===== src/rtl/serial_adder_pkg.sv =====
// Shared types and sizing helpers for the digit-serial adder.
package serial_adder_pkg;

    typedef enum logic {
        IDLE = 1'b0,
        RUN  = 1'b1
    } state_t;

    // Digit counter width; never narrower than one bit.
    function automatic int cnt_w(input int width, input int digit);
        int n;
        n = width / digit;
        return (n <= 1) ? 1 : $clog2(n);
    endfunction

endpackage


===== src/rtl/serial_adder_fa_cell.sv =====
// One-bit combinational full adder, chained DIGIT times per cycle
// inside serial_adder.
module fa_cell (
    input  logic a,
    input  logic b,
    input  logic ci,
    output logic s,
    output logic co
);

    assign s  = a ^ b ^ ci;
    assign co = (a & b) | (ci & (a ^ b));

endmodule


===== src/rtl/serial_adder.sv =====
// Digit-serial adder, DIGIT bits per clock, LSB first, registered carry.
// Optional subtract mode via the SERIAL_ADDER_SUB_EN macro.
module serial_adder
    import serial_adder_pkg::*;
#(
    parameter int WIDTH = 8,
    parameter int DIGIT = 1
) (
    input  logic             clk,
    input  logic             rst,
    input  logic             start,
    input  logic [WIDTH-1:0] a,
    input  logic [WIDTH-1:0] b,
    input  logic             cin,
`ifdef SERIAL_ADDER_SUB_EN
    input  logic             sub,
`endif
    output logic             busy,
    output logic             done,
    output logic [WIDTH-1:0] sum,
    output logic             cout,
    output logic             ovf
);

    localparam int N  = WIDTH / DIGIT;
    localparam int CW = cnt_w(WIDTH, DIGIT);
    localparam logic [CW-1:0] LAST = CW'(N - 1);

    state_t state;
    state_t state_nx;

    logic [WIDTH-1:0] a_q;
    logic [WIDTH-1:0] b_q;
    logic [WIDTH-1:0] res_q;
    logic [WIDTH-1:0] res_nx;
    logic             carry_q;
    logic [CW-1:0]    cnt_q;
    logic [DIGIT-1:0] ds;
    logic [DIGIT:0]   c;
    logic             b_inv;
    logic             accept;
    logic             last;

`ifdef SERIAL_ADDER_SUB_EN
    assign b_inv = sub;
`else
    assign b_inv = 1'b0;
`endif

    assign busy   = (state == RUN);
    assign accept = (state == IDLE) && start;
    assign last   = busy && (cnt_q == LAST);

    assign c[0] = carry_q;

    for (genvar i = 0; i < DIGIT; i++) begin : g_rip
        fa_cell u_fa (
            .a  (a_q[i]),
            .b  (b_q[i]),
            .ci (c[i]),
            .s  (ds[i]),
            .co (c[i+1])
        );
    end

    // Result digits land in place so the final digit can be merged on the
    // completing edge without a partial value ever reaching sum.
    always_comb begin
        res_nx = res_q;
        res_nx[cnt_q*DIGIT +: DIGIT] = ds;
    end

    always_ff @(posedge clk or posedge rst) begin
        if (rst) state <= IDLE;
        else     state <= state_nx;
    end

    always_comb begin
        state_nx = state;
        unique case (state)
            IDLE: if (start) state_nx = RUN;
            RUN:  if (cnt_q == LAST) state_nx = IDLE;
            default: state_nx = IDLE;
        endcase
    end

    always_ff @(posedge clk or posedge rst) begin
        if (rst) begin
            a_q     <= '0;
            b_q     <= '0;
            res_q   <= '0;
            carry_q <= 1'b0;
            cnt_q   <= '0;
            sum     <= '0;
            cout    <= 1'b0;
            ovf     <= 1'b0;
            done    <= 1'b0;
        end else begin
            done <= 1'b0;
            if (accept) begin
                a_q     <= a;
                b_q     <= b ^ {WIDTH{b_inv}};
                carry_q <= cin ^ b_inv;
                cnt_q   <= '0;
            end else if (busy) begin
                a_q     <= a_q >> DIGIT;
                b_q     <= b_q >> DIGIT;
                carry_q <= c[DIGIT];
                cnt_q   <= cnt_q + 1'b1;
                res_q   <= res_nx;
                if (last) begin
                    sum  <= res_nx;
                    cout <= c[DIGIT];
                    ovf  <= c[DIGIT] ^ c[DIGIT-1];
                    done <= 1'b1;
                end
            end
        end
    end

endmodule


===== config.mk =====
export PLATFORM = sky130hd
export DESIGN_NAME = serial_adder
export DESIGN_NICKNAME = d
export VERILOG_FILES = /design/src/rtl/serial_adder_pkg.sv /design/src/rtl/serial_adder_fa_cell.sv /design/src/rtl/serial_adder.sv
export SDC_FILE = /design/constraint.sdc
export NUM_CORES = 1
export LEC_CHECK = 0
export ABC_CLOCK_PERIOD_IN_PS = 2500
export CORE_MARGIN = 5
export CORE_UTILIZATION = 45
export CTS_CLUSTER_DIAMETER = 200
export DETAILED_ROUTE_END_ITERATION = 16
export DONT_BUFFER_PORTS = 1
export PLACE_DENSITY = 0.71
export SYNTH_ARGS = -nofsm -noshare
export SYNTH_HDL_FRONTEND = slang
export SYNTH_SLANG_ARGS = --single-unit

===== constraint.sdc =====
create_clock -name clk -period 2.5 [get_ports clk]
set_clock_uncertainty 0.2 [all_clocks]
set_input_delay 0.5 -clock clk [delete_from_list [all_inputs] [get_ports clk]]
set_output_delay 0.5 -clock clk [all_outputs]
set_load 0.05 [all_outputs]

## Word level (Yosys, flattened, before mapping)

Cells that the tools add are included.

- Word-level logic and storage cells: 43
- Output and inout bits: 12
- Bits in registers: 40

- Equality and inequality tests: 1
- Reduce and logical (&&, ||, !) cells: 5
- Bitwise logic cells: 8
- Shift operators: 2
- $add $sub $neg: 2
- Muxes and demuxes: 15

Operators by type and width:

| operator | number |
|---|---|
| 3-bit negation with 34-bit output | 1 |
| 1-bit by 34-bit variable shift with 8-bit output, first input constant | 1 |
| 1-bit by 34-bit variable part select with 8-bit output | 1 |
| 8-bit two-way mux | 4 |
| 8-bit bitwise mux | 1 |
| 1-bit two-way mux | 7 |
| 3-bit two-way mux | 2 |
| 3-bit by 1-bit adder with 3-bit output, second input constant | 1 |
| 3-bit equality test, second input constant | 1 |
| 3-bit AND reduction | 1 |
| 1-bit XOR | 3 |
| 1-bit bitwise AND | 2 |
| 1-bit logical AND | 2 |
| 1-bit inverter | 2 |
| 1-bit case mux with 2 select lines | 1 |
| 2-bit AND reduction | 1 |
| 2-bit nonzero test | 1 |
| 1-bit OR | 1 |

## Longest topological paths before layout

Gate-level depths: netlist (run 1).

- Depth in word-level cells: 5
- Gate-level depth with buffers: 8
- Mapped depth without buffers: 6

## Modules after synthesis

Synthesis (run 1) repeated with hierarchy kept, for this count alone.

- Cells, all modules: 191
- Area, all modules: 1968.1 um^2

By module, submodules not included:

| module | seq. area each (um^2) | cells each | area an instance (um^2) | times used |
|---|---|---|---|---|
| serial_adder | 1001.0 | 190 | 1948.1 | 1 |
| fa_cell | 0.0 | 1 | 20.0 | 1 |

## Worst setup path after synthesis (run 1)

OpenSTA, ideal clock, no wires.

- Kind: register to register
- Start: reg cnt_q[0]
- End: reg res_q[2]
- Path slack: 0.310 ns
- Path buffers: 2
- Data arrival time: 1.866 ns
- Setup time: 0.125 ns
- Cell stages (with the launch flop): 9
- Cells stage by stage: dfrtp_1 buf_2 inv_1 ha_1 ha_1 clkbuf_1 nand2_1 nor2_1 mux2_2

- Cells in the longest elaborated chain, start to end: 3
- Elaborated cells between the ends (all ways): 4

Ends and longest elaborated chain:

| item | RTL line | RTL |
|---|---|---|
| from (decl) | serial_adder.sv:37 | `logic [CW-1:0] cnt_q;` |
| from (signal assigned) | serial_adder.sv:109 | `cnt_q <= cnt_q + 1'b1;` |
| 3-bit negation with 34-bit output (*) | serial_adder.sv:70 | `res_nx[cnt_q*DIGIT +: DIGIT] = ds;` |
| 1-bit by 34-bit variable part select with 8-bit output / 1-bit by 34-bit variable shift with 8-bit output (equally long branches) | serial_adder.sv:70 |  |
| 8-bit bitwise mux (*) | serial_adder.sv:70 |  |
| to (signal assigned) | serial_adder.sv:110 | `res_q <= res_nx;` |
| to (decl) | serial_adder.sv:34 | `logic [WIDTH-1:0] res_q;` |

Mark *: on every way between the ends. The rest lies on a longest branch, timed or not.
A chain may end at the register's enable or synchronous reset.

## Final worst setup path (run 1)

- Start: reg carry_q
- End: reg sum[7]

- Cells in the longest elaborated chain, start to end: 3

Ends and longest elaborated chain:

| item | RTL line | RTL |
|---|---|---|
| from (decl) | serial_adder.sv:36 | `logic carry_q;` |
| from (signal assigned) | serial_adder.sv:103 | `carry_q <= cin ^ b_inv;` |
| from (signal assigned) | serial_adder.sv:108 | `carry_q <= c[DIGIT];` |
| 1-bit XOR | serial_adder_fa_cell.sv:11 | `assign s = a ^ b ^ ci;` |
| 1-bit by 34-bit variable part select with 8-bit output | serial_adder.sv:70 |  |
| 8-bit bitwise mux | serial_adder.sv:70 |  |
| to (signal assigned) | serial_adder.sv:112 | `sum <= res_nx;` |
| to (decl) | serial_adder.sv:20 | `output logic [WIDTH-1:0] sum,` |

Every way passes these cells.

==> results.tsv, run 1 <==
stage	metric	value	unit
route	wl	4020	um
route	initialDrtViolationCount	108	
route	dr.pass1.iters	4	
clock_tree	cts_sinks	40	
clock_tree	cts-root-buf	clkbuf_8	
worst_setup_path	cp.arrival	2.27	ns
floorplanning	die_w	76.4	um
global_route	grt_overflow_total	0	
yosys	syn_area	0.00198	sq mm
floorplanning	num_rows	24	
sta	worstMarginPinSlew	0.763	ns
sta	finalCritPeriodShare	0.901	
sta	hold_viol	0	
sta	timing.setup.tns	0	ns
global_route	use_met3	0.0556	
global_route	grtUsageMet2	0.241	
worst_setup_path	r2r_slack	0.25	ns
yosys	synth_edf_count	0	
cells_and_area	multi_input_area	905	sq um
clock_tree	htree_levels	2	
floorplanning	io_pins	32	
sta	rsz0062_at_grt	false	
clock_tree	cts_hold_buffers	0	
job	max-cap-violations	0	
worst_setup_path	critical_path.max_stage_delay	0.61	ns
yosys	async_reset_ff_frac	1.00	
sta	slew_viol_final	0	
floorplanning	core	0.00432	sq mm
pwr	power	2.98	mW
yosys	synth_seq_cells	40	
clock_tree	cts_resized	0	
pwr	p_leak	0.996	nW
cells_and_area	n_antenna_cell	0	
worst_setup_path	r2r-start	carry_q	
sta	hold_ws	0.00979	ns
global_route	grt_pass1_vias	1473	
cells_and_area	final_nets	227	
clock_tree	clk_latency	0.29	ns
pwr	ir_drop	0.485	mV
worst_setup_path	worstPathRequired	2.52	ns
floorplanning	dieArea	0.00583	sq mm
yosys	synth_cells	196	
worst_setup_path	r2r-end	sum[7]	
global_route	met1_usage	0.189	
sta	fmax	444	MHz
global_route	grt_max_degree	41	
yosys	yosysSeqAreaShare	0.505	
placed_design	place_hpwl	2840	um
cells_and_area	fillCellCount	427	
clock_tree	clkTransAtPathRegs	0.07	ns
route	remaining_drc_errors	0	
worst_setup_path	worstSetupPathType	reg -> reg	
route	ant_nets	0	
sta	setup_viol	0	
clock_tree	cts_tree	done	
worst_setup_path	path_cells	inv_1 -> fa_1 -> nor4b_1 -> nand3b_1 -> a31oi_1	
worst_setup_path	slowest_stage	fa_1	
cells_and_area	area_growth	8.08	%
clock_tree	post_cts_buffers	0	
yosys	synth_warnings	0	
run_status	status	complete, no violations	
placed_design	place_congestion	0.823	
global_route	antenna_found_initial	0	
yosys	synth_area_per_cell	10.1	sq um
route	vias_per_cell	5.61	
clock_tree	clock_path_buffers	2	
yosys	synth_ff_type	dfrtp_1	
route	avgRoutedWirePerCell	16.0	um
global_route	grt.busiest_layer	met2	
yosys	syn_nets	224	
cells_and_area	seq_area	0.00100	sq mm
floorplanning	initial_utilization	0.458	
route	vias	1413	
clock_tree	numCtsBuffers	5	
yosys	ys_types	33	
worst_setup_path	rr_worst_depth	5	
floorplanning	die_h	76.4	um
worst_setup_path	cp_max_fo	7	
placed_design	port_buffers	0	
pwr	power_density	1390	mW/mm^2
sta	min_period	2.25	ns
sta	max_slew_margin	0.488	
worst_setup_path	critPathLaunchType	flop	
cells_and_area	drive_gt1_frac	0.105	
worst_setup_path	end_kind	flop	
global_route	grt_pass1_wl	7180	um
worst_hold_path	hp-class	in -> async	
global_route	track_usage	0.150	
## state kept, by name, summed over array words and instances, names as in the netlist
signal	flops
carry_q	1
ovf	1
busy	1
sum	8
a_q	8
done	1
res_q	8
b_q	8
cnt_q	3
cout	1
## cell usage in the layout (no fill, tap or decap), types with 2 or more instances in the layout
cell type / netlist / layout
a21oi_1: 3 / 3
a31oi_1: 6 / 6
buf_4: 0 / 5
clkbuf_8: 0 / 6
clkinv_2: 0 / 2
dfrtp_1: 40 / 40
ha_1: 7 / 7
inv_1: 11 / 11
mux2_2: 4 / 4
mux2i_1: 18 / 18
nand2_1: 26 / 26
nand2b_1: 4 / 4
nand3_1: 3 / 3
nand3b_1: 2 / 2
nor2_1: 14 / 14
nor4b_1: 2 / 2
o211ai_1: 4 / 4
o21ai_0: 24 / 24
o31ai_1: 5 / 5
## through the flow
stage	area, sq um	utilization	setup WS, ns	instances
after floorplan	1980	-	0.310	196
after global placement	2050	0.474	0.353	244
after detailed placement	2050	0.474	0.266	244
after CTS	2140	0.495	0.242	252
final	2140	0.495	0.248	252
after global routing	2140	0.495	0.0837	252
## area by class of cell
type / instances / share of cell area
clock buffers: 6 / 0.0386
clock inverters: 2 / 0.00467
inverters: 11 / 0.0193
flip-flops and latches: 40 / 0.467
repair buffers: 5 / 0.0175
multi-input cells: 136 / 0.422
well taps: 52 / 0.0304
## cells in the mapped netlist, drive strengths merged, types with 2 or more instances
master  number  area share
a21oi        3      0.0076
a31oi        6       0.019
buf          3      0.0063
clkbuf       6       0.011
dfrtp       40        0.51
ha           7       0.044
inv         11       0.021
mux2         4       0.023
mux2i       18       0.091
nand2       26       0.049
nand2b       4       0.013
nand3        3      0.0076
nand3b       2      0.0076
nor2        14       0.027
nor4b        2      0.0088
o211ai       4       0.015
o21ai       24       0.061
o31ai        6       0.025
## cells by family (layout without fill, tap and decap cells)
logic type	count (synthesis)	in the layout	synth area share
buffers and inverters	20	24	0.0385
flip-flops	40	40	0.505
adder cells (fa/ha/maj)	8	8	0.0543
XOR/XNOR	1	1	0.00442
multiplexers	22	22	0.114
AND/OR/NAND/NOR	59	59	0.143
AO/OA/AOI/OAI	46	46	0.141
## how the worst max path moves through the flow
stage / endpoint / slack, ns / from
2_1_floorplan: res_q[2] / 0.31 / cnt_q[0]
3_5_place_dp: sum[7] / 0.27 / carry_q
5_1_grt: sum[6] / 0.08 / carry_q
4_1_cts: sum[7] / 0.24 / carry_q
3_3_place_gp: sum[0] / 0.35 / cnt_q[1]
6_report: sum[7] / 0.25 / carry_q
## metal layers
metal  up-vias  part of all wire
li1        690                 -
met1       686              0.45
met2        31              0.48
met3         6             0.062
met4         0             0.012
met5         -                 0
## report_power, final
group	total, mW	switching, mW	leakage [nW]	internal [mW]
combinational	1.19	0.728	0.426	0.460
clock	0.444	0.223	0.0510	0.220
sequential	1.35	0.445	0.519	0.903
## critical path: cells and delay by family, from the launching register on
kind	cells	cell delay (ns)
adder cells (fa/ha/maj)	1	0.61
AO/OA/AOI/OAI	1	0.18
AND/OR/NAND/NOR	2	0.74
buffers and inverters	1	0.08
flip-flops	1	0.36
Note: power is estimated with default switching activity, not from simulation.
==> inputs of run 2 (changes only) <==
--- a/config.mk
+++ b/config.mk
@@ -8,6 +8,7 @@
 export ABC_CLOCK_PERIOD_IN_PS = 2500
 export CORE_MARGIN = 5
 export CORE_UTILIZATION = 45
+export CTS_BUF_LIST = sky130_fd_sc_hd__clkbuf_8
 export CTS_CLUSTER_DIAMETER = 200
 export DETAILED_ROUTE_END_ITERATION = 16
 export DONT_BUFFER_PORTS = 1
==> results of run 2 <==
No change in the layout: final DEF, timing and power equal those of run 1.
